## src/rtl/alu_pkg.sv

```systemverilog
// Shared definitions for the 4-bit ALU BIST: op encodings, controller states,
// first-failure record and the golden reference function.
package alu_pkg;

  localparam logic [2:0] OP_ADD = 3'd0;
  localparam logic [2:0] OP_SUB = 3'd1;
  localparam logic [2:0] OP_AND = 3'd2;
  localparam logic [2:0] OP_OR  = 3'd3;
  localparam logic [2:0] OP_XOR = 3'd4;
  localparam logic [2:0] OP_NOT = 3'd5;
  localparam logic [2:0] OP_SHL = 3'd6;
  localparam logic [2:0] OP_SHR = 3'd7;

  localparam int          IDX_W    = 11;
  localparam logic [10:0] IDX_LAST = 11'h7ff;

  typedef enum logic [1:0] {
    ST_IDLE  = 2'd0,
    ST_APPLY = 2'd1,
    ST_CHECK = 2'd2,
    ST_DONE  = 2'd3
  } bist_state_t;

  typedef struct packed {
    logic [3:0] a;
    logic [3:0] b;
    logic [2:0] op;
    logic [3:0] y;
  } fail_rec_t;

  // All results are mod 16; shifts drop the outgoing bit and shift in zero.
  function automatic logic [3:0] alu_ref(input logic [3:0] a, input logic [3:0] b,
                                         input logic [2:0] op);
    logic [3:0] r;
    r = 4'd0;
    case (op)
      OP_ADD: r = a + b;
      OP_SUB: r = a - b;
      OP_AND: r = a & b;
      OP_OR:  r = a | b;
      OP_XOR: r = a ^ b;
      OP_NOT: r = ~a;
      OP_SHL: r = {a[2:0], 1'b0};
      OP_SHR: r = {1'b0, a[3:1]};
      default: r = 4'd0;
    endcase
    return r;
  endfunction

endpackage

```

## src/rtl/alu_golden.sv

```systemverilog
// Combinational golden ALU model; wraps alu_ref so the controller and
// benches share a single definition of correct behaviour.
module alu_golden
  import alu_pkg::*;
(
  input  logic [3:0] a,
  input  logic [3:0] b,
  input  logic [2:0] op,
  output logic [3:0] y
);

  assign y = alu_ref(a, b, op);

endmodule

```

## src/rtl/alu_bist_ctrl.sv

```systemverilog
// Closed-loop BIST for the 4-bit ALU: sweeps all {A,B,op} vectors, checks Y
// against the golden model, counts mismatches and records the first failure.
module alu_bist_ctrl
  import alu_pkg::*;
#(
  parameter int SETTLE_CYCLES = 1,   // legal range 1..15
  parameter int ERR_W         = 12,
  parameter bit STOP_ON_FAIL  = 1'b0
) (
  input  logic             clk,
  input  logic             rst_n,
  input  logic             start,
  output logic             busy,
  output logic             done,
  output logic             pass,
  output logic [ERR_W-1:0] err_count,
  output logic [3:0]       fail_a,
  output logic [3:0]       fail_b,
  output logic [2:0]       fail_op,
  output logic [3:0]       fail_y,
  output logic [3:0]       alu_a,
  output logic [3:0]       alu_b,
  output logic [2:0]       alu_op,
  input  logic [3:0]       alu_y
);

  localparam logic [3:0] SETTLE_LAST = 4'(SETTLE_CYCLES - 1);

  bist_state_t      state, state_nxt;
  logic [IDX_W-1:0] idx;
  logic [3:0]       scnt;
  logic [ERR_W-1:0] err_q;
  fail_rec_t        fail_q;

  logic [3:0] gold_y;
  logic       launch, settle_end, mismatch, last_vec, finish;

  // Stimulus comes straight from the index register, so it cannot glitch
  // while the ALU output settles.
  assign alu_op = idx[2:0];
  assign alu_b  = idx[6:3];
  assign alu_a  = idx[10:7];

  alu_golden u_gold (
    .a  (alu_a),
    .b  (alu_b),
    .op (alu_op),
    .y  (gold_y)
  );

  assign launch     = start && (state == ST_IDLE || state == ST_DONE);
  assign settle_end = (scnt == SETTLE_LAST);
  assign mismatch   = (alu_y != gold_y);
  assign last_vec   = (idx == IDX_LAST);
  assign finish     = last_vec || (STOP_ON_FAIL && mismatch);

  always_ff @(posedge clk or negedge rst_n) begin
    if (!rst_n) state <= ST_IDLE;
    else        state <= state_nxt;
  end

  always_comb begin
    state_nxt = state;
    case (state)
      ST_IDLE:  if (start)      state_nxt = ST_APPLY;
      ST_APPLY: if (settle_end) state_nxt = ST_CHECK;
      ST_CHECK: state_nxt = finish ? ST_DONE : ST_APPLY;
      ST_DONE:  if (start)      state_nxt = ST_APPLY;
      default:  state_nxt = ST_IDLE;
    endcase
  end

  always_comb begin
    busy = (state == ST_APPLY) || (state == ST_CHECK);
    done = (state == ST_DONE);
    pass = done && (err_q == '0);
  end

  // Vector index, settle timer, error counter and first-failure capture.
  always_ff @(posedge clk or negedge rst_n) begin
    if (!rst_n) begin
      idx    <= '0;
      scnt   <= '0;
      err_q  <= '0;
      fail_q <= '0;
    end else if (launch) begin
      idx    <= '0;
      scnt   <= '0;
      err_q  <= '0;
      fail_q <= '0;
    end else begin
      case (state)
        ST_APPLY: scnt <= settle_end ? 4'd0 : scnt + 4'd1;
        ST_CHECK: begin
          if (mismatch) begin
            if (err_q != '1) err_q <= err_q + 1'b1;
            // A zero count means nothing has failed yet in this run.
            if (err_q == '0) fail_q <= '{a: alu_a, b: alu_b, op: alu_op, y: alu_y};
          end
          if (!finish) idx <= idx + 11'd1;
        end
        default: ;
      endcase
    end
  end

  assign err_count = err_q;
  assign fail_a    = fail_q.a;
  assign fail_b    = fail_q.b;
  assign fail_op   = fail_q.op;
  assign fail_y    = fail_q.y;

endmodule

```

## config.mk

```make
export PLATFORM = sky130hd
export DESIGN_NAME = alu_bist_ctrl
export DESIGN_NICKNAME = d
export VERILOG_FILES = /design/src/rtl/alu_pkg.sv /design/src/rtl/alu_golden.sv /design/src/rtl/alu_bist_ctrl.sv
export SDC_FILE = /design/constraint.sdc
export NUM_CORES = 1
export LEC_CHECK = 0
export CAP_MARGIN = 20
export CORE_ASPECT_RATIO = 0.75
export CORE_MARGIN = 1.5
export CORE_UTILIZATION = 54
export DETAILED_ROUTE_END_ITERATION = 12
export GPL_TIMING_DRIVEN = 1
export HOLD_SLACK_MARGIN = 0.1
export PLACE_DENSITY = 0.8
export SLEW_MARGIN = 10
export SYNTH_ARGS = -nofsm -noshare
export SYNTH_HDL_FRONTEND = slang
export SYNTH_SLANG_ARGS = --single-unit
export TNS_END_PERCENT = 10
```

## constraint.sdc

```tcl
create_clock -name clk -period 3.6 [get_ports clk]
set_input_delay 0.36 -clock clk [delete_from_list [all_inputs] [get_ports clk]]
set_output_delay 0.36 -clock clk [all_outputs]
set_load 0.1 [all_outputs]
```

==> results.py <==
metrics = {
    "synth": {
        "synth_edf_count": 0,
        "synth_seq_cells": 44,
        "synth.area.top_cells": "dfrtp_1 37%, ha_1 11%, mux2i_1 5.7%, inv_1 5.4%, nand2_1 4.0%",
        "yosys.area.top_type": "dfrtp_1",
        "postSynth.asyncResetShare_pct": 100,
        "syn-num-nets": 371,
        "ys.flop_type": "dfrtp_1",
        "synth_top_area_share_pct": 36.9,
        "yosysWarnings": 0,
        "synthCells": 336,
        "avgSynthCellArea_sq_um": 8.89,
        "seq_area_frac_synth_pct": 36.9,
        "synth_area_sq_um": 2990,
        "synthDistinctLibCells": 48,
    },
    "setup_path": {
        "required_ns": 3.82,
        "path_class": "register to register",
        "cp.arrival_ns": 3.49,
        "start_kind": "register",
        "r2r_cells": 14,
        "critical_path.max_fanout": 14,
        "endpoint_kind": "register",
    },
    "routing": {
        "final_antenna_net_count": 0,
        "vias_per_cell": 5.65,
        "post-route-drc-count": 0,
        "dr.pass1.iters": 4,
        "vias": 2593,
        "wirelength_mm": 7.16,
        "drt_iter0_drc": 291,
        "wire_per_inst_microns": 15.6,
    },
    "floorplan": {
        "die_y_microns": 67.4,
        "rows": 23,
        "ios": 48,
        "initial_core_util_pct": 56.1,
        "die_w_microns": 88.9,
        "fp.dieArea_sq_um": 5990,
        "coreArea_sq_um": 5320,
    },
    "cells_and_area": {
        "syn_to_final_growth_pct": 22.0,
        "layout-drive-gt1-share_pct": 7.55,
        "utilization_pct": 68.5,
        "n_antenna_cell": 0,
        "mostFrequentLayoutCells": "44 x clkdlybuf4s50_1, 43 x inv_1, 40 x dfrtp_1",
        "layout.nets": 418,
        "final_area_sq_um": 3640,
        "layout_commonest_cell": "clkdlybuf4s50_1",
    },
    "timing": {
        "hold_viol_final": 0,
        "tightest_slew_ns": 0.986,
        "tns_ns": 0,
        "setup_viol": 0,
        "finalCritPeriodShare_pct": 90.7,
        "skew_ns": 0.00414,
        "slew-limit-headroom_pct": 34.0,
        "rsz0062_at_grt": "no",
        "max_freq_ghz": 0.306,
        "drv_slew": 0,
        "period_needed_ns": 3.26,
    },
    "clocking": {
        "clockBufferDepth": 2,
        "clk_pin_slew_ns": 0.09,
        "clock-root-buffer": "clkbuf_8",
        "cts_buffers": 5,
        "cts_tree": "built",
        "cts_max_level": 2,
        "cts_sinks": 44,
        "cts_setup_buffers": 0,
        "clock_latency_ns": 0.30,
    },
    "grt": {
        "grt_pass1_vias": 2417,
        "grt_usage_pct": 25.9,
        "grt_overflow_total": 0,
        "antenna_found_initial": 0,
        "grt_max_degree": 45,
        "grt_pass1_wl_mm": 11.9,
    },
    "hold_path": {
        "min_path_cells": 2,
        "hold_path_class": "register to register",
    },
    "pwr": {
        "cellPowerDensity_nw_per_um2": 742,
        "p_leak_nw": 1.57,
        "peakVddDrop_mv": 0.824,
    },
    "placement": {
        "io_buffers": 47,
        "hpwl_mm": 5.19,
        "place_congestion": 0.927,
        "placed_area_sq_um": 3520,
    },
    "outcome": {
        "status": "completed",
    },
    "flow_run": {
        "cap_violations": 0,
    },
}
final timing paths:
kind / from / endpoint / slack (ns)
worst min register to register: fail_b[2] / fail_b[2] / 0.52
min in group asynchronous: rst_n / idx[4] / 0.54
worst max register to register: idx[1] / fail_b[3] / 0.34
worst max-delay path: idx[1] / fail_b[3] / 0.34
max in group asynchronous: rst_n / fail_op[0] / 2.57
worst min-delay path: fail_b[2] / fail_b[2] / 0.52
kinds of logic after synthesis:
| family | after synthesis | synth area share (%) |
|---|---|---|
| AND/OR/NAND/NOR | 102 | 16.6 |
| adder cells (fa/ha/maj) | 28 | 12.0 |
| flip-flops | 44 | 36.9 |
| buffers and inverters | 61 | 8.58 |
| XOR/XNOR | 16 | 4.69 |
| AO/OA/AOI/OAI | 67 | 15.2 |
| multiplexers | 18 | 6.07 |
sequential cells by signal, indices dropped and copies added (netlist names):
name,flops
fail_op,3
scnt,4
fail_y,4
fail_a,4
fail_b,4
idx,11
state,2
err_count,12
final cells by class:
cell class                 count  area (sq um)
clock inverter                 3          18.8
tap                           75          93.8
multi-input combinational    231          1640
fill                         436          1680
timing repair buffer          58           558
sequential                    44          1110
inverter                      43           161
clock buffer                   5          68.8
layer usage:
| layer | track usage [%] | up-vias | wire length [microns] |
|---|---|---|---|
| met5 | 0 | - | 0 |
| met4 | 6.25 | 0 | 95 |
| met3 | 4.52 | 11 | 470 |
| met2 | 39.0 | 99 | 3170 |
| met1 | 38.6 | 1254 | 3420 |
| li1 | - | 1229 | - |
worst max-delay path, cell delays in order, from the launching register on:
cell	delay (ns)
dfrtp_2	0.41
inv_1	0.08
ha_1	0.21
nand2_1	0.08
o21ai_0	0.29
inv_1	0.08
ha_1	0.27
nor2b_1	0.13
o21a_1	0.18
a211o_1	0.26
a31oi_1	0.28
xnor2_2	0.22
a21oi_4	0.18
buf_4	0.27
mux2i_1	0.24
report_power, final:
| part | internal (mW) | leakage [nW] | switching, mW |
|---|---|---|---|
| combinational | 0.501 | 0.928 | 1.26 |
| clock | 0.136 | 0.0479 | 0.184 |
| sequential | 0.571 | 0.590 | 0.0482 |
per-stage QoR:
stage | std cells | hold slack (ns) | power [mW] | worst slack, ns
2_1_floorplan | 336 | 0.0644 | 2.01 | 0.105
3_3_place_gp | 449 | 0.504 | 2.34 | 0.354
3_5_place_dp | 449 | 0.514 | 2.37 | 0.191
4_1_cts | 457 | 0.258 | 2.70 | 0.165
5_1_grt | 459 | 0.543 | 2.86 | 0.114
6_report | 459 | 0.524 | 2.70 | 0.336
Yosys cell counts, types with 2 or more instances:
cell type / instances
a21boi_0: 2
nor3_1: 4
dfrtp_1: 44
a21o_1: 3
buf_1: 2
nand3_1: 9
a31oi_1: 3
a311oi_1: 2
and2_1: 7
a32oi_1: 3
nor2b_1: 8
ha_1: 27
nor2_1: 24
mux2i_1: 17
a21oi_1: 17
xor2_1: 3
o22ai_1: 8
o31ai_1: 4
nor4_1: 3
inv_1: 43
buf_2: 7
o21a_1: 2
a22oi_1: 3
clkbuf_1: 7
o21ai_0: 7
nand2_1: 32
a41oi_1: 2
and4_1: 3
o211ai_1: 2
nand4_1: 7
xnor2_1: 13
nand2b_1: 2
what timing repair did:
| action | 4_1_cts | 5_1_grt |
|---|---|---|
| gates resized for setup | 0 | 1 |
| setup endpoints to repair | 0 | 25 |
| hold buffers | 0 | 1 |
| endpoints found under the hold margin | 0 | 18 |
(Power assumes the default switching activity.)
